## src/rtl/motion_seg_sched.sv

```systemverilog
`default_nettype none
// ============================================================================
// Module   : motion_seg_sched
// Purpose  : Buffers motion segments in a FIFO and chains them into the step
//            generator. Also tracks the absolute axis position.
// Revision : 1.0
// ============================================================================
module motion_seg_sched #(
  parameter int FIFO_AW = 2
) (
  input  logic               clk,
  input  logic               reset,
  input  logic [31:0]        seg_dt,
  input  logic [31:0]        seg_steps,
  input  logic               seg_dir,
  input  logic               seg_valid,
  output logic               seg_ready,
  input  logic               enable,
  input  logic               abort,
  input  logic               clear_err,
  output logic [31:0]        gen_dt_val,
  output logic [31:0]        gen_steps_val,
  output logic               gen_load,
  output logic               gen_reset,
  input  logic               gen_step_stb,
  input  logic               gen_done,
  output logic               dir,
  output logic               step,
  output logic [31:0]        position,
  output logic               busy,
  output logic [FIFO_AW:0]   fifo_level,
  output logic               seg_done_stb,
  output logic               err_zero
);

  localparam int               c_DEPTH = 2 ** FIFO_AW;
  localparam logic [FIFO_AW:0] c_FULL  = (FIFO_AW + 1)'(c_DEPTH);

  typedef enum logic [1:0] {
    S_IDLE  = 2'd0,
    S_RUN   = 2'd1,
    S_FLUSH = 2'd2
  } state_t;

  state_t               r_state, w_state_nxt;
  logic [64:0]          r_mem [c_DEPTH];
  logic [FIFO_AW-1:0]   r_wr_ptr, r_rd_ptr;
  logic [FIFO_AW:0]     r_level;
  logic                 r_dir, r_gen_reset, r_seg_done, r_err;
  logic [31:0]          r_position;
  logic [64:0]          w_head;
  logic                 w_not_empty, w_push_hs, w_zero, w_wr, w_pop, w_err_set;

  assign w_head        = r_mem[r_rd_ptr];
  assign w_not_empty   = (r_level != '0);
  assign seg_ready     = (r_level != c_FULL);
  assign w_push_hs     = seg_valid && seg_ready;
  assign w_zero        = (seg_dt == 32'd0) || (seg_steps == 32'd0);
  // Zero segments are acknowledged but dropped; an abort discards any push.
  assign w_wr          = w_push_hs && !w_zero && !abort;
  assign w_err_set     = w_push_hs && w_zero && !abort;
  assign w_pop         = gen_load;

  assign gen_dt_val    = w_head[31:0];
  assign gen_steps_val = w_head[63:32];
  assign gen_reset     = r_gen_reset;
  assign dir           = r_dir;
  assign position      = r_position;
  assign fifo_level    = r_level;
  assign seg_done_stb  = r_seg_done;
  assign err_zero      = r_err;
  assign busy          = (r_state != S_IDLE);
  assign step          = gen_step_stb && (r_state == S_RUN);

  always_comb begin
    w_state_nxt = r_state;
    gen_load    = 1'b0;
    case (r_state)
      S_IDLE: begin
        gen_load = enable && w_not_empty;
        if (gen_load) w_state_nxt = S_RUN;
      end
      S_RUN: begin
        // Chained load in the last-step cycle keeps segments back-to-back.
        gen_load = gen_done && enable && w_not_empty;
        if (gen_done && !gen_load) w_state_nxt = S_IDLE;
      end
      S_FLUSH: w_state_nxt = S_IDLE;
      default: w_state_nxt = S_IDLE;
    endcase
    if (abort) begin
      gen_load    = 1'b0;
      w_state_nxt = S_FLUSH;
    end
    if (reset) gen_load = 1'b0;
  end

  always_ff @(posedge clk) begin
    if (reset) r_state <= S_IDLE;
    else       r_state <= w_state_nxt;
  end

  always_ff @(posedge clk) begin
    if (w_wr && !reset) r_mem[r_wr_ptr] <= {seg_dir, seg_steps, seg_dt};
  end

  always_ff @(posedge clk) begin
    if (reset || abort) begin
      r_wr_ptr <= '0;
      r_rd_ptr <= '0;
      r_level  <= '0;
    end else begin
      if (w_wr)  r_wr_ptr <= r_wr_ptr + 1'b1;
      if (w_pop) r_rd_ptr <= r_rd_ptr + 1'b1;
      case ({w_wr, w_pop})
        2'b10:   r_level <= r_level + 1'b1;
        2'b01:   r_level <= r_level - 1'b1;
        default: r_level <= r_level;
      endcase
    end
  end

  always_ff @(posedge clk) begin
    if (reset) begin
      r_dir       <= 1'b0;
      r_position  <= '0;
      r_seg_done  <= 1'b0;
      r_gen_reset <= 1'b1;
      r_err       <= 1'b0;
    end else begin
      r_gen_reset <= abort;
      r_seg_done  <= gen_done && (r_state == S_RUN);
      if (gen_load) r_dir <= w_head[64];
      if (step)     r_position <= r_position + (r_dir ? 32'd1 : 32'hFFFF_FFFF);
      if (w_err_set)      r_err <= 1'b1;
      else if (clear_err) r_err <= 1'b0;
    end
  end

endmodule
`default_nettype wire

```

## config.mk

```make
export PLATFORM = sky130hd
export DESIGN_NAME = motion_seg_sched
export DESIGN_NICKNAME = d
export VERILOG_FILES = /design/src/rtl/motion_seg_sched.sv
export SDC_FILE = /design/constraint.sdc
export NUM_CORES = 1
export LEC_CHECK = 0
export ABC_AREA = 1
export CORE_MARGIN = 4
export CORE_UTILIZATION = 60
export CTS_CLUSTER_SIZE = 40
export DETAILED_ROUTE_END_ITERATION = 8
export HOLD_SLACK_MARGIN = 0.03
export PLACE_DENSITY = 0.85
export SKIP_CTS_REPAIR_TIMING = 1
export SLEW_MARGIN = 20
export SYNTH_ARGS = -nofsm -noshare
export SYNTH_HDL_FRONTEND = slang
export SYNTH_SLANG_ARGS = --single-unit
```

## constraint.sdc

```tcl
create_clock -name clk -period 15.35 [get_ports clk]
set_input_delay 3.07 -clock clk [delete_from_list [all_inputs] [get_ports clk]]
set_output_delay 3.07 -clock clk [all_outputs]
set_load 0.01 [all_outputs]
```

Word level (Yosys, flattened, before mapping)
Memories as Yosys holds them, arrays and structs flattened. A register that Yosys moved wholly into a read port is not among the register bits. Index checks and enable logic that the tools add are counted.

Eq/ne operators: 8. Reduce and logical (&&, ||, !) cells: 28. Add/subtract/negate cells: 5. Muxes and demuxes: 15.

Operator list (count): $logic_not A32 Y1 (2); $add A32 B32 Y32 (1); $mux W32 (1); $logic_and A1 B1 Y1 (12); $mux W2 (5); $mux W1 (6); $ne A3 B3 Y1 const B (2); $pmux W3 S2 (1); $reduce_bool A2 Y1 (3); $add A2 B1 Y2 const B (2); $eq A2 B1 Y1 const B (2); $logic_not A1 Y1 (4); $pmux W2 S2 (1); $reduce_and A2 Y1 (2); $add A3 B1 Y3 const B (1); $ne A3 B2 Y1 const B (1); $reduce_bool A3 Y1 (1); $sub A3 B1 Y3 const B (1); $eq A2 B2 Y1 const B (1); $logic_not A2 Y1 (1); $logic_or A1 B1 Y1 (2); $ne A2 B1 Y1 const B (1); $ne A2 B2 Y1 const B (1); $pmux W1 S2 (1); $reduce_or A2 Y1 (1).

Output and inout port bits: 107. Bits in registers: 45. Memory bits (writable): 260. Memories kept: 1.

Memory list: r_mem (words 4, bits a word 65, rd ports 1, clocked after memory_dff 1, write ports 1, line 46) `logic [64:0] r_mem [c_DEPTH];`.

Longest topological paths before layout
Depth in word-level cells: 8. Gate-level depth with buffers: 14. Depth with buffers taken out: 14.

Worst setup path after synthesis
No wires, ideal clock.

Kind: input to register. Start: input port reset. End: memory r_mem[0][0] (enable). Library setup time: 0.489 ns. Setup slack: 8.409 ns. Stages: 5. Data arrival time: 6.453 ns. Cells stage by stage: buf_6 > inv_1 > clkbuf_1 > nand3_1 > nor2_1.

Longest elaborated chain between the ends: 4.

Ends and longest elaborated chain: start: declaration (line 12) `input logic reset,`; $logic_not A1 Y1 (line 104) `if (w_wr && !reset) r_mem[r_wr_ptr] <= {seg_dir, seg_steps, seg_dt};`; $logic_and A1 B1 Y1 (line 104); $mux W1 (line 104); $mux W1 (implied by the code) (line 104); end: declaration (line 46).

Every way passes these cells.

Final worst setup path
Start: input port gen_step_stb. End: output port step.

Longest elaborated chain between the ends: 1.

Ends and longest elaborated chain: start: declaration (line 25) `input logic gen_step_stb,`; $logic_and A1 B1 Y1 (line 73) `assign step = gen_step_stb && (r_state == S_RUN);`; end: declaration (line 28) `output logic step,`.

Every way passes these cells.

==> reports/metrics.yaml <==
status: "finished, final reports clean"
worst-setup-path-type: "in -> out"
top_usage_layer: "met2"
leakage_nw: 6.86
dpl.hpwl_um: 21900
dr.pass1.iters: 5
row_count: 56
layout_common_cells: "edfxtp_1, nand2_1, nor2_1"
ios: 180
grt_max_degree: 85
ys_ff_latch: 307
worstPathArrival_ps: 5160
fmax_ghz: 0.122
wirelength_um: 34300
wl_per_cell_um: 17.8
ant_nets: 0
overflow: 0
cap_violations: 0
hold_viol_final: 0
antenna_found_initial: 2
worst_pin_slew_ps: 1000
final_common_cell: "edfxtp_1"
cts_sinks: 307
setup_tns_ps: 0
fin_skew_ps: 32.1
period_share: 0.536
grt_usage: 0.252
avgSynthCellArea_sq_um: 9.82
grt_pass1_wl_um: 53700
dieArea_sq_um: 26900
synth_seq_area_share: 0.600
start_util: 0.616
synth_edf_count: 260
finalCriticalPeriod_ps: 8230
critPathMaxFanout: 48
cp.required_ps: 12280
drv_slew: 0
cts_max_level: 1
diodes: 0
grtUsageMet3: 0.0482
numPortBuffers: 179
gp_congestion: 0.910
yosys_warnings: 0
core-area_sq_um: 23700
layout-drive-gt1-share: 0.0590
routed_via_density: 5.50
peakVddDrop_v: 0.0000963
cts_tree: "built"
final_core_util: 0.727
syn_to_final_growth_pct: 18.1
slew_headroom: 0.332
drt_iter0_drc: 777
setup_viol: 0
drc_errors: 0
yosysUniqueCellTypes: 34
met2_usage: 0.434
die_y_um: 164
fin_nets: 1697
startpoint_type: "input port"
clk_pin_slew_worst_paths_ps: 70
numCtsBuffers: 30
min_path_type: "reg -> reg"
yosys_most_used_dff: "edfxtp_1"
syn_inst: 1485
vias: 10606
clockBufferDepth: 3
rsz0062_at_grt: "no"
die_w_um: 164
async_reset_ff_frac: 0
grtUsageMet1: 0.329
grt_pass1_vias: 10417
syn_area_sq_um: 14600
power_density_nw_per_um2: 104
synthesis.nets: 1595
root_buffer: "clkbuf_16"
cp-end-kind: "output pin"
clk-insertion-delay-late_ps: 580
-- registers in the layout (all words and copies together), names as in the netlist, named ones only --
| signal | cells |
|---|---|
| dir | 1 |
| gen_reset | 1 |
| r_wr_ptr | 2 |
| err_zero | 1 |
| fifo_level | 3 |
| position | 32 |
| r_state | 2 |
| seg_done_stb | 1 |
| r_mem | 260 |
| r_rd_ptr | 2 |
-- routing by layer --
layer / wire length [um] / share of wire
met5: 27 / 0.00079
met4: 825 / 0.024
met3: 2620 / 0.077
met2: 16800 / 0.49
met1: 14000 / 0.41
-- final timing paths --
path	startpoint	end	slack, ps	depth (start not counted)
max reg2reg	fifo_level[2]$_SDFFE_PP0P_	r_mem[0][39]$_DFFE_PP_	12260	8
min	r_rd_ptr[0]$_SDFFE_PP0P_	r_rd_ptr[0]$_SDFFE_PP0P_	480	1
min reg2reg	r_rd_ptr[0]$_SDFFE_PP0P_	r_rd_ptr[0]$_SDFFE_PP0P_	480	1
max	gen_step_stb	step	7120	4
-- final cells by class --
type,instances,area [sq um]
flip-flops and latches,307,8750
fillers,1699,6460
multi-input cells,896,4530
repair buffers,186,1840
clock buffers,31,754
inverters,166,626
well taps,319,399
clock inverters,25,310
-- cells by family after synthesis --
kind of cell | synth area share
DFF | 0.600
and+or+nand+nor | 0.155
adders and majority gates | 0.0328
AOI/OAI and AO/OA | 0.111
xor gates and xnor gates | 0.00961
buffers and inverters | 0.0915
-- report_power, final --
group | internal [mW] | total (mW) | switching, mW
registers | 0.912 | 0.914 | 0.00262
logic | 0.0411 | 0.0938 | 0.0526
clock network | 0.461 | 0.777 | 0.316
total | 1.41 | 1.79 | 0.372
-- critical path: stages --
cell and delay, ps:
clkdlybuf4s50_1 490, nand2_2 230, inv_2 660, clkdlybuf4s50_1 680
-- synth_stat cells (4+ instances only) --
library cell	instances	share of area
nand2_1	256	0.066
o21ai_0	155	0.053
o21a_1	14	0.0072
o21bai_1	17	0.0087
buf_2	11	0.0038
nand2_2	10	0.0043
o22ai_1	64	0.027
a21oi_1	35	0.012
nor2_1	223	0.057
nand3_2	4	0.0027
buf_4	68	0.035
clkbuf_1	36	0.0093
dfxtp_1	47	0.065
nand3_1	44	0.015
ha_1	35	0.030
nor2_2	4	0.0017
inv_1	163	0.042
xor2_1	16	0.0096
edfxtp_1	260	0.54
-- metrics by stage --
stage / worst slack (ps) / std cells / area [sq um] / total power, mW / hold WS, ps
floorplan: 8410 / 1485 / 14600 / 0.981 / 436
global placement: 7190 / 1874 / 16200 / 1.02 / 443
detailed placement: 7160 / 1874 / 16200 / 1.02 / 460
CTS: 7160 / 1930 / 17200 / 1.79 / 482
global route: 7040 / 1930 / 17200 / 1.84 / 501
finish: 7120 / 1930 / 17200 / 1.79 / 481
No activity file was read; power rests on OpenSTA's default activity.
